--- src/rtl/instr_fetch_pkg.sv ---
// ---------------------------------------------------------------------------
// instr_fetch_pkg
// Shared types for the instruction fetch master and its buffer.
//   fetch_state_t : fetch controller states (IDLE, RUN, REDIR)
//   fetch_entry_t : one buffered instruction with its byte address
//   PC_STEP       : byte increment between sequential fetches
//   align_word()  : clears the byte-offset bits of an address
// ---------------------------------------------------------------------------
package instr_fetch_pkg;

    typedef enum logic [1:0] {
        IDLE  = 2'd0,
        RUN   = 2'd1,
        REDIR = 2'd2
    } fetch_state_t;

    typedef struct packed {
        logic [31:0] pc;
        logic [31:0] instr;
    } fetch_entry_t;

    localparam logic [31:0] PC_STEP = 32'd4;

    function automatic logic [31:0] align_word(input logic [31:0] addr);
        return {addr[31:2], 2'b00};
    endfunction

endpackage

--- src/rtl/fetch_fifo.sv ---
// ---------------------------------------------------------------------------
// fetch_fifo
// Synchronous FIFO holding fetched instructions until the consumer takes them.
// A push and a pop in the same cycle are accepted even when full.
// flush empties the buffer and overrides push/pop in that cycle.
// Ports:
//   clk_i, rst_i : clock and synchronous active-high reset
//   flush        : discard all entries
//   push         : write push_data (ignored when full without a pop)
//   push_data    : entry to write
//   pop          : remove the head entry (ignored when empty)
//   head_data    : entry at the head of the buffer
//   count        : number of valid entries
// ---------------------------------------------------------------------------
module fetch_fifo #(
    parameter int  DEPTH   = 2,
    parameter type entry_t = logic [63:0],
    parameter int  CNT_W   = $clog2(DEPTH + 1)
) (
    input  logic             clk_i,
    input  logic             rst_i,
    input  logic             flush,
    input  logic             push,
    input  entry_t           push_data,
    input  logic             pop,
    output entry_t           head_data,
    output logic [CNT_W-1:0] count
);

    localparam int PTR_W = $clog2(DEPTH);

    entry_t           mem [DEPTH];
    logic [PTR_W-1:0] rd_ptr;
    logic [PTR_W-1:0] wr_ptr;
    logic             full;
    logic             push_ok;
    logic             pop_ok;

    // Pointers wrap explicitly so non power-of-two depths work.
    function automatic logic [PTR_W-1:0] ptr_inc(input logic [PTR_W-1:0] p);
        return (p == PTR_W'(DEPTH - 1)) ? '0 : p + PTR_W'(1);
    endfunction

    // A push into a full buffer is only legal when the head leaves at the same time.
    always_comb begin
        full    = (count == CNT_W'(DEPTH));
        pop_ok  = pop && (count != '0);
        push_ok = push && (!full || pop_ok);
    end

    // Storage is cleared on reset so the head reads as zero until the first push.
    always_ff @(posedge clk_i) begin
        if (rst_i) begin
            rd_ptr <= '0;
            wr_ptr <= '0;
            count  <= '0;
            for (int i = 0; i < DEPTH; i++) begin
                mem[i] <= '0;
            end
        end else if (flush) begin
            rd_ptr <= '0;
            wr_ptr <= '0;
            count  <= '0;
        end else begin
            if (push_ok) begin
                mem[wr_ptr] <= push_data;
                wr_ptr      <= ptr_inc(wr_ptr);
            end
            if (pop_ok) begin
                rd_ptr <= ptr_inc(rd_ptr);
            end
            if (push_ok && !pop_ok) begin
                count <= count + CNT_W'(1);
            end else if (!push_ok && pop_ok) begin
                count <= count - CNT_W'(1);
            end
        end
    end

    assign head_data = mem[rd_ptr];

endmodule

--- src/rtl/instr_fetch_master.sv ---
// ---------------------------------------------------------------------------
// instr_fetch_master
// Read-only memory master that fetches sequential instruction words, buffers
// them with their byte address and hands them to a ready/valid consumer.
// A redirect strobe flushes the buffer and restarts fetching at a new pc.
// Ports:
//   clk_i, rst_i       : clock and synchronous active-high reset
//   fetch_en_i         : permit new memory requests
//   redirect_i         : one-cycle branch/jump strobe
//   redirect_pc_i      : redirect target byte address
//   req_o, addr_o      : memory request strobe and word address (pc[13:2])
//   we_o, wmask_o,
//   wdata_o            : write side, tied to a read
//   rdata_i, rvalid_i  : memory response, one cycle after an accepted request
//   instr_valid_o      : buffered instruction available
//   instr_ready_i      : consumer takes the head instruction
//   instr_rdata_o      : head instruction word
//   instr_pc_o         : byte address of the head instruction
// ---------------------------------------------------------------------------
module instr_fetch_master
    import instr_fetch_pkg::*;
#(
    parameter logic [31:0] BOOT_ADDR  = 32'h0000_0000,
    parameter int          FIFO_DEPTH = 2
) (
    input  logic        clk_i,
    input  logic        rst_i,
    input  logic        fetch_en_i,
    input  logic        redirect_i,
    input  logic [31:0] redirect_pc_i,
    output logic        req_o,
    output logic [11:0] addr_o,
    output logic        we_o,
    output logic [3:0]  wmask_o,
    output logic [31:0] wdata_o,
    input  logic [31:0] rdata_i,
    input  logic        rvalid_i,
    output logic        instr_valid_o,
    input  logic        instr_ready_i,
    output logic [31:0] instr_rdata_o,
    output logic [31:0] instr_pc_o
);

    localparam int CNT_W = $clog2(FIFO_DEPTH + 1);

    fetch_state_t     state;
    logic [31:0]      pc;
    logic             inflight;
    logic [31:0]      inflight_pc;
    logic             drop;
    logic             fetch_go;
    logic             pop;
    logic             push;
    logic [31:0]      occupancy;
    logic             has_room;
    logic [CNT_W-1:0] fifo_count;
    fetch_entry_t     push_entry;
    fetch_entry_t     head_entry;

    // Every state may issue while enabled: IDLE issues on its way to RUN so a
    // start costs no bubble, and REDIR issues the first fetch at the new target.
    always_comb begin
        fetch_go = 1'b0;
        case (state)
            IDLE, RUN, REDIR: fetch_go = fetch_en_i;
            default:          fetch_go = 1'b0;
        endcase
    end

    // A request is only issued if its response is guaranteed a buffer slot,
    // counting the response still owed and the entry leaving this cycle.
    assign pop       = instr_valid_o & instr_ready_i & ~redirect_i;
    assign occupancy = 32'(fifo_count) + 32'(inflight) - 32'(pop);
    assign has_room  = occupancy < 32'(FIFO_DEPTH);
    assign req_o     = fetch_go & has_room & ~redirect_i & ~rst_i;
    assign addr_o    = pc[13:2];

    assign we_o    = 1'b0;
    assign wmask_o = 4'hF;
    assign wdata_o = 32'h0000_0000;

    // Responses with nothing owed (after reset) or marked stale are discarded.
    assign push       = rvalid_i & inflight & ~drop;
    assign push_entry = '{pc: inflight_pc, instr: rdata_i};

    // Controller state, fetch pointer and outstanding-response bookkeeping.
    // drop is only needed when the old response has not already arrived in the
    // redirect cycle itself; a response arriving then is removed by the flush.
    always_ff @(posedge clk_i) begin
        if (rst_i) begin
            state       <= IDLE;
            pc          <= BOOT_ADDR;
            inflight    <= 1'b0;
            inflight_pc <= '0;
            drop        <= 1'b0;
        end else begin
            case (state)
                IDLE:    if (fetch_en_i) state <= RUN;
                RUN:     if (!fetch_en_i) state <= IDLE;
                REDIR:   state <= fetch_en_i ? RUN : IDLE;
                default: state <= IDLE;
            endcase
            if (redirect_i) begin
                state <= REDIR;
            end

            if (redirect_i) begin
                pc <= align_word(redirect_pc_i);
            end else if (req_o) begin
                pc <= pc + PC_STEP;
            end

            if (req_o) begin
                inflight    <= 1'b1;
                inflight_pc <= pc;
            end else if (rvalid_i) begin
                inflight <= 1'b0;
            end

            if (redirect_i) begin
                drop <= inflight & ~rvalid_i;
            end else if (rvalid_i) begin
                drop <= 1'b0;
            end
        end
    end

    fetch_fifo #(
        .DEPTH   (FIFO_DEPTH),
        .entry_t (fetch_entry_t)
    ) u_fetch_fifo (
        .clk_i     (clk_i),
        .rst_i     (rst_i),
        .flush     (redirect_i),
        .push      (push),
        .push_data (push_entry),
        .pop       (pop),
        .head_data (head_entry),
        .count     (fifo_count)
    );

    assign instr_valid_o = (fifo_count != '0);
    assign instr_rdata_o = head_entry.instr;
    assign instr_pc_o    = head_entry.pc;

endmodule

--- config.mk ---
export PLATFORM = sky130hd
export DESIGN_NAME = instr_fetch_master
export DESIGN_NICKNAME = d
export VERILOG_FILES = /design/src/rtl/instr_fetch_pkg.sv /design/src/rtl/fetch_fifo.sv /design/src/rtl/instr_fetch_master.sv
export SDC_FILE = /design/constraint.sdc
export NUM_CORES = 1
export LEC_CHECK = 0
export CORE_MARGIN = 2
export CORE_UTILIZATION = 25
export CTS_BUF_LIST = sky130_fd_sc_hd__clkbuf_8
export DETAILED_ROUTE_END_ITERATION = 8
export PLACE_DENSITY = 0.5
export SLEW_MARGIN = 30
export SYNTH_ARGS = -nofsm -noshare
export SYNTH_HDL_FRONTEND = slang
export SYNTH_SLANG_ARGS = --single-unit
--- constraint.sdc ---
create_clock -name clk_i -period 9.9 [get_ports clk_i]
set_input_delay 0.99 -clock clk_i [delete_from_list [all_inputs] [get_ports clk_i]]
set_output_delay 0.99 -clock clk_i [all_outputs]
set_load 0.02 [all_outputs]
---- After elaboration in Yosys (flattened, before gate mapping) ----
Memories as Yosys holds them, arrays and structs flattened. A register that Yosys moved wholly into a read port is not among the register bits.
Cells that the tools add are included.
operators by class
  add/subtract/negate cells ............... 7
  order comparisons ....................... 1
  eq/ne operators ......................... 7
  muxes and demuxes ....................... 26
  bitwise logic cells ..................... 12
  reductions and logical operators ........ 19
operators by type and width
  kind                     number
  $mux W32                 2
  $mux W64                 1
  $reduce_or A64 Y1        1
  $add A32 B3 Y32 const B  1
  $lt A32 B2 Y1 const B    1
  $mux W1                  17
  $mux W2                  5
  $reduce_bool A2 Y1       5
  $and A1 B1 Y1            8
  $ne A3 B3 Y1 const B     2
  $pmux W2 S3              1
  $eq A2 B2 Y1 const B     2
  $logic_and A1 B1 Y1      4
  $ne A2 B2 Y1 const B     2
  $not A1 Y1               4
  $reduce_and A2 Y1        2
  $sub A3 B1 Y4            1
  $add A2 B1 Y3            1
  $logic_not A1 Y1         3
  $reduce_or A3 Y1         1
  $add A1 B1 Y1 const B    2
  $add A2 B1 Y2 const B    1
  $eq A2 B1 Y1 const B     1
  $logic_not A2 Y1         1
  other kinds (3)          3
storage, ports and cells
  register bits after elaboration ......... 72
  bits in writable memories ............... 128
  input port bits ......................... 70
  output and inout bits ................... 115
  memories ................................ 1
memories
  name              words  width  read ports  clocked after Yosys merged registers in  wr ports  RTL line          RTL
  u_fetch_fifo.mem  2      64     1           1                                        2         fetch_fifo.sv:32  entry_t mem [DEPTH];

---- Logic depth before layout (Yosys ltp) ----
  depth in word-level cells ............... 12
  mapped depth ............................ 17
  depth with buffers taken out ............ 14

---- Hierarchy ----
A second synthesis with hierarchy kept.
unflattened totals
  cell total of the unflattened synthesis .. 793
  area total of the unflattened synthesis .. 9,277.6 um^2
modules (own cells, without submodules)
  module              instances  cells an instance  area an instance (um^2)  sequential area each (um^2)
  fetch_fifo          1          366                5,901.9                  3,943.8
  instr_fetch_master  1          427                3,375.7                  1,281.2

---- Worst setup path before layout ----
No wires, ideal clock.
  path type ............................... input-to-reg
  start ................................... input redirect_i
  end ..................................... memory u_fetch_fifo.mem[0][0] in the netlist's numbering, enable pin
  library setup time ...................... 568 ps
  data arrival time ....................... 6,165 ps
  path slack .............................. 3,168 ps
  stages on the path ...................... 5
  path through ............................ buf_2 -> nand2b_1 -> a311oi_2 -> nand2_1 -> o21ai_0
RTL lines
  element      RTL line                  RTL
  from (decl)  instr_fetch_master.sv:29  input logic redirect_i,
  to (decl)    fetch_fifo.sv:32

---- Final worst setup path ----
  start ................................... input redirect_i
  end ..................................... output req_o
on the way
  cells in the longest elaborated chain, start to end .. 7
RTL lines
  element                       RTL line                                            RTL
  $not A1 Y1 *                  instr_fetch_master.sv:72, instr_fetch_master.sv:75
  $and A1 B1 Y1                 instr_fetch_master.sv:72                            assign pop = instr_valid_o & instr_ready_i & ~redirect_i;
  $sub A3 B1 Y4                 instr_fetch_master.sv:73                            assign occupancy = 32'(fifo_count) + 32'(inflight) - 32'(pop);
  $lt A32 B2 Y1                 instr_fetch_master.sv:74                            assign has_room = occupancy < 32'(FIFO_DEPTH);
  $and A1 B1 Y1                 instr_fetch_master.sv:75                            assign req_o = fetch_go & has_room & ~redirect_i & ~rst_i;
  $and A1 B1 Y1 * (2 in a row)  instr_fetch_master.sv:75
  to (decl)                     instr_fetch_master.sv:31                            output logic req_o,
Every way passes the cells marked *; elsewhere a longest branch is shown, timed or not.

==> flow_summary.json <==
{
  "critPathTopFamily": "buffers and inverters",
  "synth-xor-area-share_pct": 1.16,
  "cts_resized": 0,
  "muxShareOfSynthArea_pct": 8.03,
  "overflow": 0,
  "peakVddDrop_uv": 81.7,
  "async_reset_ff_share_pct": 0,
  "crit_path_end_kind": "output pin",
  "clkSlewWorstSetupHoldPaths_ns": 0.10,
  "min_period_ns": 5.84,
  "path_buf_inv": 7,
  "report.final.hold_viol_count": 0,
  "vias": 6065,
  "cts_inserted_buffers": 17,
  "power_leakage_nw": 3.97,
  "antenna_found_initial": 0,
  "status": "finished with violations",
  "drtPass1Iterations": 7,
  "clkLatencyLatePin_ns": 0.47,
  "cp-start-kind": "input port",
  "post-route-period-util_pct": 59.0,
  "worst_path_largest_cell_delay_ns": 0.62,
  "die_width_um": 194,
  "setup_tns_ns": 0,
  "fp.dieH_um": 194,
  "ys_types": 60,
  "row_count": 69,
  "crit_fanout": 36,
  "grt_pass1_vias": 5918,
  "synth_common_cells": "and2_1 (124), edfxtp_1 (124), nand2_1 (86), dfxtp_1 (69), mux2_2 (62)",
  "netlist_area_um2": 9070,
  "grt_usage_pct": 12.2,
  "drtIter0Drc": 298,
  "cpMaxStageDelayCell": "clkdlybuf4s50_1",
  "die-area_um2": 37800,
  "synth-seq-cells": 193,
  "postCtsSetupBuffers": 0,
  "yosys.area_share.simple_pct": 20.1,
  "synth_fa_ha_area_share_pct": 0.773,
  "routedWlPerCell_um": 16.5,
  "grt_pass1_wl_um": 35300,
  "cts_max_path_buffers": 2,
  "worst_pin_slew_ns": 0.739,
  "violations": "DRC",
  "fillCellCount": 3622,
  "ctsRootBufferMaster": "clkbuf_8",
  "grt_max_degree": 66,
  "diodes": 0,
  "yosys_most_used_dff": "edfxtp_1",
  "synth_top_area_share_pct": 41.1,
  "multi_input_area_um2": 3500,
  "drv_cap": 0,
  "drive_above_1_share_pct": 12.9,
  "initial_core_util_pct": 25.4,
  "yosysSeqAreaShare_pct": 56.3,
  "cp.required_ns": 8.91,
  "synthTopCellsByArea": "edfxtp_1 (41%), dfxtp_1 (15%), and2_1 (8.6%), mux2_2 (7.7%), buf_4 (4.2%)",
  "final_antenna_net_count": 0,
  "path_class": "input port to output pin",
  "postSynthAreaPerCell_um2": 11.2,
  "final_util_pct": 31.1,
  "slew_headroom_pct": 50.3,
  "synth_cells": 807,
  "fin_nets": 992,
  "portBuffers": 143,
  "clock_sinks": 193,
  "cts_tree": "yes",
  "cts.htree.levels": 4,
  "min_path_type": "flip-flop to flip-flop",
  "synth_top_area_cell": "edfxtp_1",
  "timing.critical_path.mode_cell": "inv_1",
  "cp.arrival_ns": 4.85,
  "ys_warn_count": 0,
  "routed_wl_um": 23000,
  "fmax_mhz": 171,
  "regArea_um2": 5110,
  "post-dp-hpwl_um": 14400,
  "power_density_nw_per_um2": 140,
  "cts_hold_buf": 0,
  "drv_slew": 0,
  "post-route-drc-count": 10,
  "ff2ff_path_depth": 13,
  "skew_ns": 0.0238,
  "synth_top_family_by_area": "simple AND/OR/NAND/NOR gates",
  "whs_path_depth": 2,
  "grt_setup_unrepaired": "no",
  "io_pins": 185,
  "core_um2": 35700,
  "setup_viol": 0,
  "path_depth": 13,
  "vias_per_cell": 4.36,
  "synth_compound_area_share_pct": 6.65,
  "cp_cell_sequence": "clkdlybuf4s50_1 -> buf_4 -> inv_1 -> nand3_1 -> inv_1 -> ha_1 -> nand2b_1 -> inv_1 -> fa_1 -> and4b_1 -> nand2_2 -> clkinv_1 -> clkdlybuf4s50_1",
  "synth_enable_flop_cells": 124,
  "gp_congestion": 0.744,
  "syn2layout_area_growth_pct": 22.4
}
## sequential cells by signal, indices dropped and copies added, names as in the netlist, named ones only
| register | count |
|---|---|
| drop | 1 |
| inflight | 1 |
| inflight_pc | 30 |
| pc | 30 |
| state | 2 |
| u_fetch_fifo.count | 2 |
| u_fetch_fifo.mem | 124 |
| u_fetch_fifo.rd_ptr | 1 |
| u_fetch_fifo.wr_ptr | 1 |
## metrics by stage
| stage | cell area, um2 | hold slack [ns] | power, mW | cells | setup slack (ns) |
|---|---|---|---|---|---|
| floorplan | 9210 | 0.440 | 1.02 | 844 | 3.17 |
| global placement | 10700 | 0.447 | 1.08 | 1358 | 3.99 |
| detailed placement | 10700 | 0.455 | 1.08 | 1359 | 4.00 |
| CTS | 11100 | 0.470 | 1.58 | 1391 | 4.00 |
| global route | 11100 | 0.481 | 1.62 | 1391 | 3.76 |
| finish | 11100 | 0.467 | 1.56 | 1391 | 4.06 |
## power by group
| group | switching (mW) | total (mW) | internal (mW) |
|---|---|---|---|
| sequential | 0.0197 | 0.902 | 0.882 |
| combinational | 0.0915 | 0.161 | 0.0700 |
| clock | 0.288 | 0.494 | 0.205 |
| total | 0.399 | 1.56 | 1.16 |
## routing by layer
metal / up-vias / part of all wire, % / track usage, %
li1: 2983 / - / -
met3: 22 / 5.0 / 3.16
met2: 169 / 46 / 19.5
met5: - / 0 / 0
met4: 0 / 1.9 / 4.05
met1: 2891 / 47 / 16.1
## cell usage in the layout, fill, tap and decap left out, drive strengths merged, types with 3 or more instances in the layout
cell type,synthesis,routed
nor2,18,18
nand2b,4,4
a21oi,40,40
buf,66,11
clkbuf,33,18
or3,3,3
clkdlybuf4s50,0,142
and2,125,125
o211ai,4,4
edfxtp,124,124
and3,15,15
or4,7,7
ha,4,4
mux2,62,62
a211oi,9,9
xor2,5,5
dfxtp,69,69
clkinv,1,7
nand2,87,87
a31oi,12,12
a22oi,4,4
o311ai,5,5
nand4,13,13
nor3,15,15
mux2i,3,3
conb,2,39
nor4,3,3
xnor2,7,7
nand3,26,26
o21ai,8,8
nand4b,4,4
inv,10,16
## worst min-delay path: stages, from the launching register on
cell	delay [ns]
dfxtp_1	0.33
nand2_1	0.05
a21oi_1	0.05
## worst paths after layout
path | from | to | slack [ns]
worst max-delay path | redirect_i | req_o | 4.06
worst min-delay path | inflight_pc[23] | inflight_pc[23] | 0.47
worst max register to register | u_fetch_fifo.count[1] | pc[31] | 6.23
worst min register to register | inflight_pc[23] | inflight_pc[23] | 0.47
## layout make-up
class	count	area share, %
sequential	193	46.0
multi-input combinational	541	31.5
timing repair buffer	153	13.7
tap	461	5.19
clock buffer	18	2.23
clock inverter	14	1.03
inverter	11	0.372
## logic make-up after synthesis
logic type,count (synthesis)
and+or+nand+nor,327
DFF,193
buffers and inverters,110
AOI/OAI and AO/OA,93
muxes,65
xor gates and xnor gates,12
adders and majority gates,5
other,2
Power figures use the tool's default switching activity.
